[src/rtl/gmem_pkg.sv]
// gmem_pkg: shared state encoding and lane constants for the global-memory burst engine
// Exports: state_t (FSM states), LANES (words per quad), DIR_WR/DIR_RD (command direction)
package gmem_pkg;
    localparam int LANES = 4;
    localparam logic DIR_WR = 1'b0;
    localparam logic DIR_RD = 1'b1;
    typedef enum logic [2:0] {
        S_IDLE  = 3'd0,
        S_FILL  = 3'd1,
        S_WRITE = 3'd2,
        S_LOAD  = 3'd3,
        S_DRAIN = 3'd4,
        S_DONE  = 3'd5
    } state_t;
endpackage

[src/rtl/gmem_quad_buffer.sv]
// gmem_quad_buffer: four-lane word buffer with serial fill/unload and parallel quad load
// Ports: clock, resetn (async active-low); wr_en/wr_data store into lane[idx] and advance;
//        adv advances idx only; load captures rd1..rd4 and rewinds idx;
//        lane1..lane4 expose the lanes, sel_data is lane[idx], idx is the lane index.
module gmem_quad_buffer
    import gmem_pkg::*;
#(
    parameter int DW = 16
) (
    input  logic          clock,
    input  logic          resetn,
    input  logic          wr_en,
    input  logic [DW-1:0] wr_data,
    input  logic          adv,
    input  logic          load,
    input  logic [DW-1:0] rd1,
    input  logic [DW-1:0] rd2,
    input  logic [DW-1:0] rd3,
    input  logic [DW-1:0] rd4,
    output logic [DW-1:0] lane1,
    output logic [DW-1:0] lane2,
    output logic [DW-1:0] lane3,
    output logic [DW-1:0] lane4,
    output logic [DW-1:0] sel_data,
    output logic [1:0]    idx
);
    logic [DW-1:0] lanes [LANES];
    always_ff @(posedge clock or negedge resetn) begin
        if (!resetn) begin
            lanes <= '{default: '0};
            idx   <= '0;
        end else if (load) begin
            lanes <= '{rd1, rd2, rd3, rd4};
            idx   <= '0;
        end else if (wr_en) begin
            lanes[idx] <= wr_data;
            idx        <= idx + 2'd1;
        end else if (adv) begin
            idx <= idx + 2'd1;
        end
    end
    assign lane1    = lanes[0];
    assign lane2    = lanes[1];
    assign lane3    = lanes[2];
    assign lane4    = lanes[3];
    assign sel_data = lanes[idx];
endmodule

[src/rtl/gmem_burst_ctrl.sv]
// gmem_burst_ctrl: burst engine moving 16-bit stream words to/from quad-wide global memory
// Ports: clock, resetn (async active-low); cmd_* command handshake (dir/addr/quads);
//        in_* write-stream sink; out_* read-stream source; mem_addr/mem_we/mem_wd1..4
//        drive the memory, mem_rd1..4 are its combinational read lanes; busy, done status.
module gmem_burst_ctrl
    import gmem_pkg::*;
#(
    parameter int DW   = 16,
    parameter int AW   = 4,
    parameter int CNTW = 3
) (
    input  logic            clock,
    input  logic            resetn,
    input  logic            cmd_valid,
    output logic            cmd_ready,
    input  logic            cmd_dir,
    input  logic [AW-1:0]   cmd_addr,
    input  logic [CNTW-1:0] cmd_quads,
    input  logic            in_valid,
    output logic            in_ready,
    input  logic [DW-1:0]   in_data,
    output logic            out_valid,
    input  logic            out_ready,
    output logic [DW-1:0]   out_data,
    output logic [AW-1:0]   mem_addr,
    output logic            mem_we,
    output logic [DW-1:0]   mem_wd1,
    output logic [DW-1:0]   mem_wd2,
    output logic [DW-1:0]   mem_wd3,
    output logic [DW-1:0]   mem_wd4,
    input  logic [DW-1:0]   mem_rd1,
    input  logic [DW-1:0]   mem_rd2,
    input  logic [DW-1:0]   mem_rd3,
    input  logic [DW-1:0]   mem_rd4,
    output logic            busy,
    output logic            done
);
    state_t          state;
    logic [AW-1:0]   cur;
    logic [CNTW-1:0] rem;
    logic [1:0]      idx;
    logic            wr_en, adv, last;
    assign wr_en = state == S_FILL && in_valid;
    assign adv   = state == S_DRAIN && out_ready;
    assign last  = idx == 2'(LANES - 1);
    gmem_quad_buffer #(.DW(DW)) u_buf (
        .clock    (clock),
        .resetn   (resetn),
        .wr_en    (wr_en),
        .wr_data  (in_data),
        .adv      (adv),
        .load     (state == S_LOAD),
        .rd1      (mem_rd1),
        .rd2      (mem_rd2),
        .rd3      (mem_rd3),
        .rd4      (mem_rd4),
        .lane1    (mem_wd1),
        .lane2    (mem_wd2),
        .lane3    (mem_wd3),
        .lane4    (mem_wd4),
        .sel_data (out_data),
        .idx      (idx)
    );
    // Handshake/status outputs are pure decodes of the state register.
    assign cmd_ready = state == S_IDLE;
    assign in_ready  = state == S_FILL;
    assign out_valid = state == S_DRAIN;
    assign mem_we    = state == S_WRITE;
    assign done      = state == S_DONE;
    assign busy      = state inside {S_FILL, S_WRITE, S_LOAD, S_DRAIN};
    assign mem_addr  = cur;
    always_ff @(posedge clock or negedge resetn) begin
        if (!resetn) begin
            state <= S_IDLE;
            cur   <= '0;
            rem   <= '0;
        end else begin
            case (state)
                S_IDLE: if (cmd_valid) begin
                    cur   <= cmd_addr;
                    rem   <= cmd_quads;
                    state <= cmd_quads == '0 ? S_DONE : cmd_dir == DIR_RD ? S_LOAD : S_FILL;
                end
                S_FILL: if (in_valid && last) state <= S_WRITE;
                S_WRITE: begin
                    cur   <= cur + AW'(LANES);
                    rem   <= rem - CNTW'(1);
                    state <= rem == CNTW'(1) ? S_DONE : S_FILL;
                end
                S_LOAD: state <= S_DRAIN;
                S_DRAIN: if (out_ready && last) begin
                    cur   <= cur + AW'(LANES);
                    rem   <= rem - CNTW'(1);
                    state <= rem == CNTW'(1) ? S_DONE : S_LOAD;
                end
                S_DONE: state <= S_IDLE;
                default: state <= S_IDLE;
            endcase
        end
    end
endmodule

[config.mk]
export PLATFORM = sky130hd
export DESIGN_NAME = gmem_burst_ctrl
export DESIGN_NICKNAME = d
export VERILOG_FILES = /design/src/rtl/gmem_pkg.sv /design/src/rtl/gmem_quad_buffer.sv /design/src/rtl/gmem_burst_ctrl.sv
export SDC_FILE = /design/constraint.sdc
export NUM_CORES = 1
export LEC_CHECK = 0
export CAP_MARGIN = 10
export CORE_MARGIN = 4
export CORE_UTILIZATION = 39
export DETAILED_ROUTE_END_ITERATION = 6
export PLACE_DENSITY = 0.87
export SYNTH_ARGS = -nofsm -noshare
export SYNTH_HDL_FRONTEND = slang
export SYNTH_SLANG_ARGS = --single-unit
[constraint.sdc]
create_clock -name clock -period 2.1 [get_ports clock]
set_input_delay 0.315 -clock clock [delete_from_list [all_inputs] [get_ports clock]]
set_output_delay 0.315 -clock clock [all_outputs]
set_load 0.005 [all_outputs]
### Word-level counts from Yosys, hierarchy flattened

Index checks and enable logic that the tools add are counted.
W data, S select, Z words.

| storage, ports and cells | value |
|---|---|
| bits in writable memories | 0 |
| memories | 0 |
| bits in latches | 0 |
| bits of input ports | 93 |
| register bits | 76 |
| output and inout port bits | 90 |
| bits in read-only memories | 0 |

| operators by class | value |
|---|---|
| multipliers | 0 |
| reduce and logical (&&, ||, !) cells | 13 |
| order comparisons | 2 |
| muxes and demuxes | 25 |
| bitwise gates (word level) | 1 |
| add/sub/neg operators | 3 |
| equality and inequality tests | 10 |
| shifts and indexed selects | 0 |
| divide/modulo/power cells | 0 |

Operators with widths:

| operator | number |
|---|---|
| $mux W64 | 2 |
| $bwmux W64 | 1 |
| $mux W16 | 3 |
| $bmux W16 S2 | 1 |
| $demux W16 S2 | 1 |
| $mux W3 | 8 |
| $pmux W3 S5 | 1 |
| $pmux W4 S3 | 1 |
| $pmux W3 S3 | 1 |
| $mux W2 | 4 |
| $mux W4 | 2 |
| $eq A3 B1 Y1 const B | 2 |
| $eq A3 B2 Y1 const B | 2 |
| $eq A3 B3 Y1 const B | 2 |
| $logic_not A3 Y1 | 2 |
| $reduce_and A3 Y1 | 2 |
| $reduce_bool A3 Y1 | 2 |
| $logic_and A1 B1 Y1 | 5 |
| $add A4 B3 Y4 const B | 1 |
| $ne A2 B1 Y1 const B | 2 |
| $reduce_bool A4 Y1 | 1 |
| $ge A3 B3 Y1 const B | 1 |
| $lt A3 B1 Y1 const B | 1 |
| $not A2 Y3 | 1 |
| other kinds (5) | 5 |

### Longest topological paths before layout

Gate-level depths: netlist of the first run.

| logic depth | value |
|---|---|
| depth in word-level cells | 8 |
| depth in mapped cells | 10 |
| mapped depth without buffers | 6 |

### By module

From an unflattened synthesis of the first run, not the netlist that was laid out.

| unflattened totals | value |
|---|---|
| cell total of the unflattened synthesis | 474 |
| area, all modules | 4745.8 sq um |

By module, submodules not included:

| module | sequential area each (sq um) | times used | area an instance (sq um) | cells each |
|---|---|---|---|---|
| gmem_quad_buffer | 1651.6 | 1 | 4040.1 | 399 |
| gmem_burst_ctrl | 250.2 | 1 | 705.7 | 75 |

### Worst setup path before layout of the first run

OpenSTA, ideal clock, no wires.

| timing | value |
|---|---|
| path type | flip-flop to flip-flop |
| from | reg u_buf.idx[1] |
| to | reg u_buf.lanes, in the netlist u_buf.lane2[11] |
| data arrival time | 1.910 ns |
| required time | 1.959 ns |
| clock period less this slack | 2.051 ns |
| stages on the path, launching flop included | 11 |
| slack | 0.049 ns |
| cells stage by stage | dfrtp_1 buf_2 buf_1 inv_1 ha_1 buf_1 a21oi_1 nor2_4 buf_2 nor2_1 a31oi_1 |

| between the ends | value |
|---|---|
| cells in the longest elaborated chain, start to end | 8 |
| elaborated cells on any way between the ends | 9 |

Ends and longest elaborated chain:

| item | RTL line | text |
|---|---|---|
| start, declared | gmem_quad_buffer.sv:25 | `output logic [1:0] idx` |
| start signal, assigned | gmem_quad_buffer.sv:37 | `idx <= idx + 2'd1;` |
| start signal, assigned | gmem_quad_buffer.sv:39 | `idx <= idx + 2'd1;` |
| $not A2 Y3 (implied by the code) (*) | gmem_quad_buffer.sv:36 | `lanes[idx] <= wr_data;` |
| $ge A3 B3 Y1 (implied by the code) / $lt A3 B1 Y1 (equally long branches) | gmem_quad_buffer.sv:36 |  |
| $logic_and A1 B1 Y1 (implied by the code) | gmem_quad_buffer.sv:36 |  |
| $mux W16 (implied by the code) | gmem_quad_buffer.sv:36 |  |
| $demux W16 S2 (*) | gmem_quad_buffer.sv:36 |  |
| $bwmux W64 (*) | gmem_quad_buffer.sv:36 |  |
| $mux W64 (*) | gmem_quad_buffer.sv:35 | `end else if (wr_en) begin` |
| $mux W64 (*) | gmem_quad_buffer.sv:32 | `end else if (load) begin` |
| end signal, assigned | gmem_quad_buffer.sv:33 | `lanes <= '{rd1, rd2, rd3, rd4};` |
| end signal, assigned by index | gmem_quad_buffer.sv:36 |  |
| end, declared | gmem_quad_buffer.sv:27 | `logic [DW-1:0] lanes [LANES];` |

Every way passes the cells marked *; elsewhere a longest branch is shown, timed or not. The select of a mux whose other input is x is not followed.
A chain may end at the register's enable or synchronous reset.

### Final worst setup path of the first run

| timing | value |
|---|---|
| from | reg state[2] |
| to | out in_ready |

| between the ends | value |
|---|---|
| cells in the longest elaborated chain, start to end | 1 |

Ends and longest elaborated chain:

| item | RTL line | text |
|---|---|---|
| start, declared | gmem_burst_ctrl.sv:38 | `state_t state;` |
| start signal, assigned | gmem_burst_ctrl.sv:82 | `state <= cmd_quads == '0 ? S_DONE : cmd_dir == DIR_RD ? S_LOAD : S_FILL;` |
| start signal, assigned | gmem_burst_ctrl.sv:88 | `state <= rem == CNTW'(1) ? S_DONE : S_FILL;` |
| start signal, assigned | gmem_burst_ctrl.sv:94 | `state <= rem == CNTW'(1) ? S_DONE : S_LOAD;` |
| $eq A3 B1 Y1 | gmem_burst_ctrl.sv:66 | `assign in_ready = state == S_FILL;` |
| end, declared | gmem_burst_ctrl.sv:20 | `output logic in_ready,` |

Every way passes these cells.

==> flow_metrics.py, run 1 <==
metrics = {
    "status": {
        "outcome": "completed",
    },
    "worst_setup_path": {
        "critPathLaunchType": "register",
        "crit_slowest_cell": "clkdlybuf4s50_1",
        "path_max_fanout": 7,
        "crit_path_end_kind": "output pin",
        "r2r_slack_ns": 0.15,
        "worstPathRequired_ns": 1.78,
        "cpPeakStageDelay_ns": 0.52,
        "path_cells": "nand2b_4 > nor2_2 > clkdlybuf4s50_1",
        "crit_arrival_ns": 1.74,
        "critPathKind": "register to output pin",
    },
    "synth": {
        "synth.yosys.seq_area_share": 0.442,
        "synth_common_cells": "dfrtp_1 (76), nand2_1 (73), nor2_1 (71)",
        "synth.distinct_cells": 43,
        "async_reset_ff_frac": 1.00,
        "synth_fa_ha_area_frac": 0.0174,
        "netlist_instances": 474,
        "synth_edf_count": 0,
        "synth_nets": 573,
        "synth_top_family_by_area": "simple AND/OR/NAND/NOR gates",
        "yosys.area.top_type": "dfrtp_1",
        "synth_compound_area_frac": 0.143,
        "yosys.area_share.simple": 0.234,
        "yosysMostFrequentCell": "dfrtp_1",
        "synth_area_per_cell_um2": 9.08,
        "yosys_warnings": 0,
        "synthesis.area_mm2": 0.00430,
        "synthTopCellsByArea": "dfrtp_1 (44%), a31oi_1 (9.7%), mux4_2 (8.4%)",
        "synth_xor_area_frac": 0,
        "synth_flop_cell": "dfrtp_1",
        "synth_seq_cells": 76,
        "synth_top_area_frac": 0.442,
        "muxShareOfSynthArea": 0.101,
    },
    "power_and_ir_drop": {
        "power_density_mw_per_mm2": 1590,
        "irDropWorstVdd_mv": 0.941,
        "cellLeakagePower_nw": 2.59,
    },
    "timing": {
        "fin_ws_ns": 0.0489,
        "finalCritPeriodShare": 0.977,
        "finalClockSkew_ns": 0.00953,
        "tightestPinTransition_ns": 0.697,
        "fmax_ghz": 0.488,
        "setup_viol": 0,
        "hold_violations": 0,
        "setup-tns-final_ns": 0,
        "finalMaxSlewViolations": 0,
        "finalCriticalPeriod_ns": 2.05,
        "relSlewSlack": 0.535,
    },
    "layout": {
        "fin_util": 0.604,
        "layout-drive-gt1-share": 0.121,
        "nNetsFinal": 755,
        "stdcell_count": 801,
        "area_growth_pct": 52.3,
        "insertedDiodeCount": 0,
    },
    "die": {
        "die_h_um": 113,
        "dieArea_mm2": 0.0128,
        "num_rows": 38,
        "core_area_mm2": 0.0108,
        "fp.dieW_um": 113,
        "io_pins": 183,
        "start_util": 0.397,
    },
    "hold_path": {
        "hold_path.class": "input pin to asynchronous set/reset pin",
    },
    "global_route": {
        "antenna_found_initial": 0,
        "grt_pass1_vias": 4611,
        "grtUsageTotal": 0.234,
        "grt_max_degree": 67,
        "overflow": 0,
        "grt_pass1_wl_um": 23700,
    },
    "routing": {
        "drc_errors": 0,
        "totalWireLength_um": 14900,
        "first_pass_iters": 5,
        "route.detailed.vias_per_inst": 5.61,
        "wl_per_cell_um": 18.6,
        "ant_nets": 0,
        "drt-initial-drc-count": 499,
        "vias": 4497,
    },
    "place": {
        "dpl.cell_count": 777,
        "dp_slack_ns": 0.161,
        "place_congestion": 0.857,
        "hpwl_um": 11000,
        "port_buffers": 182,
    },
    "flow_run": {
        "drv_cap": 0,
    },
    "clock_tree": {
        "cts_made_buffers": 9,
        "cts_root_buf": "clkbuf_8",
        "htreeDepth": 3,
        "clk_path_buf_depth": 2,
        "clock_latency_ns": 0.35,
        "path_clk_slew_ns": 0.08,
        "cts.sinks": 76,
        "cts_tree": "done",
    },
}
repair_timing:
action | in CTS | in global routing
endpoints found under the setup margin | 19 | 21
resized for setup | 24 | 6
hold endpoints to repair | 30 | 0
hold buffers | 1 | 0
buffers inserted | 7 | 0
pin swaps | 0 | 0
gates cloned | 0 | 0
worst max-delay path: cells and delay by family (launching register included):
family                 cells  cell delay [ns]
buffers and inverters      1             0.52
flip-flops                 1             0.46
AND/OR/NAND/NOR            2             0.40
through the flow:
stage | power [mW] | cell area [µm²] | hold WS, ns
2_1_floorplan | 6.07 | 4300 | 0.0194
3_3_place_gp | 9.15 | 6290 | 0.281
3_5_place_dp | 9.44 | 6290 | 0.287
4_1_cts | 10.5 | 6530 | 0.453
5_1_grt | 11.2 | 6550 | 0.479
6_report | 10.4 | 6550 | 0.458
cell usage in the layout, fill, tap and decap left out, types with 3 or more instances in the layout:
cell and n:
dfrtp_1 72, clkdlybuf4s50_1 162, nand2_1 73, a31oi_1 67, nand3_1 64, a21o_1 3, mux2i_1 5, buf_4 26
mux4_2 16, ha_1 6, nand2b_1 3, buf_12 4, inv_1 7, dfrtp_2 4, dlygate4sd2_1 15, nor2_1 69
a21oi_1 7, o21ai_1 4, clkbuf_8 11, nor2_4 5
path summary, 6_finish.rpt:
check / from / end / cells after the start
worst max-delay path: state[2] / in_ready / 3
worst min-delay path: resetn / u_buf.lane1[2] / 2
worst max register to register: state[0] / u_buf.lane3[6] / 6
worst min register to register: mem_addr[0] / mem_addr[0] / 1
max in group asynchronous: resetn / u_buf.lane4[4] / 3
min in group clock: mem_addr[0] / mem_addr[0] / 1
report_power, final:
| part | switching [mW] | leakage (nW) | total (mW) | internal, mW |
|---|---|---|---|---|
| sequential | 0.683 | 0.886 | 2.95 | 2.26 |
| combinational | 2.85 | 1.61 | 6.33 | 3.48 |
| clock | 0.549 | 0.102 | 1.16 | 0.611 |
layer usage:
metal  track usage  part of all wire  wire length [µm]
met1         0.284              0.37              5530
met2         0.403              0.51              7640
met3        0.0513             0.088              1300
met4        0.0986             0.026               384
met5             0                 0                 0
cell families after synthesis:
family                   after synthesis
buffers and inverters                 50
AND/OR/NAND/NOR                      224
adder cells (fa/ha/maj)                6
AO/OA/AOI/OAI                         95
flip-flops                            76
multiplexers                          23
flip-flops by register name, summed over array words and instances, names as in the netlist:
register     flops
mem_addr         4
rem              3
state            3
u_buf.idx        2
u_buf.lane1     16
u_buf.lane2     16
u_buf.lane3     16
u_buf.lane4     16
final cells by class:
| class | instances | area, µm² |
|---|---|---|
| fill | 891 | 4290 |
| multi-input combinational | 348 | 2150 |
| timing repair buffer | 213 | 2090 |
| sequential | 76 | 1910 |
| tap | 140 | 175 |
| clock buffer | 12 | 155 |
| clock inverter | 4 | 47.5 |
| inverter | 8 | 30.0 |
Note: power is estimated with default switching activity, not from simulation.
==> inputs of run 2 (changes only) <==
- CORE_UTILIZATION: 39 -> 42
- PLACE_DENSITY: 0.87 -> 0.89
- clock period: 2.1 -> 2.5 ns (I/O delays scaled with it)
==> run 2 against run 1 <==
Combinational power fell by 15%. First-iteration DRC count fell by 36%. Core utilization rose by 4.4 points. Setup slack improved by 0.088 ns. Global-route usage rose by 1.1 points. Register-to-register slack improved by 0.34 ns. Clock skew fell by 0.00052 ns. Die area fell by 6.7%. Sequential power fell by 14%. Total power fell by 17%.
==> flow_metrics.py, run 2 (synthesis gave the netlist of run 1 again) <==
metrics = {
    "status": {
        "outcome": "completed",
    },
    "global_route": {
        "grt_max_degree": 77,
        "grt_pass1_vias": 4375,
        "grtUsageTotal": 0.246,
        "antenna_found_initial": 0,
        "grt_pass1_wl_um": 22600,
        "overflow": 0,
    },
    "worst_setup_path": {
        "crit_path_end_kind": "output pin",
        "worstPathRequired_ns": 2.12,
        "crit_arrival_ns": 1.99,
        "critPathLaunchType": "register",
        "critPathKind": "register to output pin",
        "path_max_fanout": 16,
    },
    "layout": {
        "layout_commonest_cell": "clkdlybuf4s50_1",
        "nFillCells": 785,
        "layout-drive-gt1-share": 0.0927,
        "nNetsFinal": 743,
        "insertedDiodeCount": 0,
        "area_growth_pct": 48.6,
        "final_cell_mix": "clkdlybuf4s50_1 (181), dfrtp_1 (76), nand2_1 (73)",
    },
    "timing": {
        "finalCriticalPeriod_ns": 2.36,
        "finalMaxSlewViolations": 0,
        "setup-tns-final_ns": 0,
        "relSlewSlack": 0.332,
        "finalCritPeriodShare": 0.945,
        "finalClockSkew_ns": 0.00901,
        "fmax_ghz": 0.423,
        "hold_violations": 0,
        "setup_viol": 0,
        "rsz0062_at_grt": "false",
        "tightestPinTransition_ns": 1.00,
    },
    "clock_tree": {
        "htreeDepth": 3,
        "cts.sinks": 76,
        "cts_resized": 0,
        "clk_path_buf_depth": 2,
        "clock_latency_ns": 0.34,
        "cts_tree": "done",
        "cts_hold_buf": 0,
        "cts_made_buffers": 9,
        "path_clk_slew_ns": 0.07,
        "postCtsSetupRepairBufs": 0,
        "cts_root_buf": "clkbuf_8",
    },
    "place": {
        "hpwl_um": 10700,
        "place_congestion": 0.848,
        "port_buffers": 182,
    },
    "die": {
        "core_area_mm2": 0.00986,
        "fp.dieW_um": 109,
        "start_util": 0.436,
        "die_h_um": 109,
        "num_rows": 36,
        "dieArea_mm2": 0.0119,
        "io_pins": 183,
    },
    "power_and_ir_drop": {
        "cellLeakagePower_nw": 2.45,
        "p_total_mw": 8.70,
        "power_density_mw_per_mm2": 1360,
        "irDropWorstVdd_mv": 0.694,
    },
    "routing": {
        "wl_per_cell_um": 18.8,
        "first_pass_iters": 5,
        "ant_nets": 0,
        "drt-initial-drc-count": 317,
        "drc_errors": 0,
        "vias": 4404,
        "totalWireLength_um": 14700,
        "route.detailed.vias_per_inst": 5.65,
    },
    "hold_path": {
        "hold_path.class": "input pin to asynchronous set/reset pin",
    },
    "flow_run": {
        "drv_cap": 0,
    },
}
## run 2: worst max-delay path, cell delays in order, from the launching register on
cell	delay, ns
dfrtp_1	0.57
or3b_1	0.47
clkinv_1	0.10
clkdlybuf4s50_1	0.50
## run 2: routing by layer
metal / global-route usage / up-vias / wire length [µm]
met5: 0 / - / 0
met4: 0.0757 / 0 / 267
met3: 0.0758 / 28 / 1510
met2: 0.424 / 234 / 7360
met1: 0.294 / 2110 / 5520
li1: - / 2032 / -
## run 2: cell type report
| cell class | count | area [µm²] | share of cell area |
|---|---|---|---|
| Sequential cell | 76 | 1900 | 0.297 |
| Clock inverter | 2 | 12.5 | 0.00196 |
| Multi-Input combinational cell | 348 | 2140 | 0.335 |
| Clock buffer | 12 | 145 | 0.0227 |
| Timing Repair Buffer | 201 | 2000 | 0.313 |
| Inverter | 8 | 30.0 | 0.00470 |
| Tap cell | 133 | 166 | 0.0260 |
## run 2: where the power goes
group / total [mW] / switching (mW) / internal (mW) / leakage [nW]
clock: 0.813 / 0.437 / 0.376 / 0.0783
combinational: 5.35 / 2.34 / 3.02 / 1.48
sequential: 2.54 / 0.641 / 1.89 / 0.891
## run 2: final timing paths
kind,startpoint,to,slack (ns),cells past startpoint
setup / recovery,state[1],out_valid,0.14,3
max in group asynchronous,resetn,u_buf.lane2[12],1.65,1
hold reg to reg,mem_addr[1],mem_addr[1],0.52,1
hold / removal,resetn,mem_addr[3],0.18,1
setup reg to reg,u_buf.idx[1],mem_addr[2],0.49,7
min in group clock,mem_addr[1],mem_addr[1],0.52,1
## run 2: through the flow
| stage | hold slack [ns] | util | std cells | area, µm² | worst slack (ns) |
|---|---|---|---|---|---|
| floorplan | 0.0794 | - | 474 | 4300 | 0.449 |
| global placement | 0.475 | 0.632 | 766 | 6240 | 0.551 |
| detailed placement | 0.506 | 0.632 | 766 | 6240 | 0.519 |
| CTS | 0.211 | 0.648 | 780 | 6390 | 0.125 |
| global route | 0.258 | 0.648 | 780 | 6390 | 0.0362 |
| finish | 0.180 | 0.648 | 780 | 6390 | 0.137 |
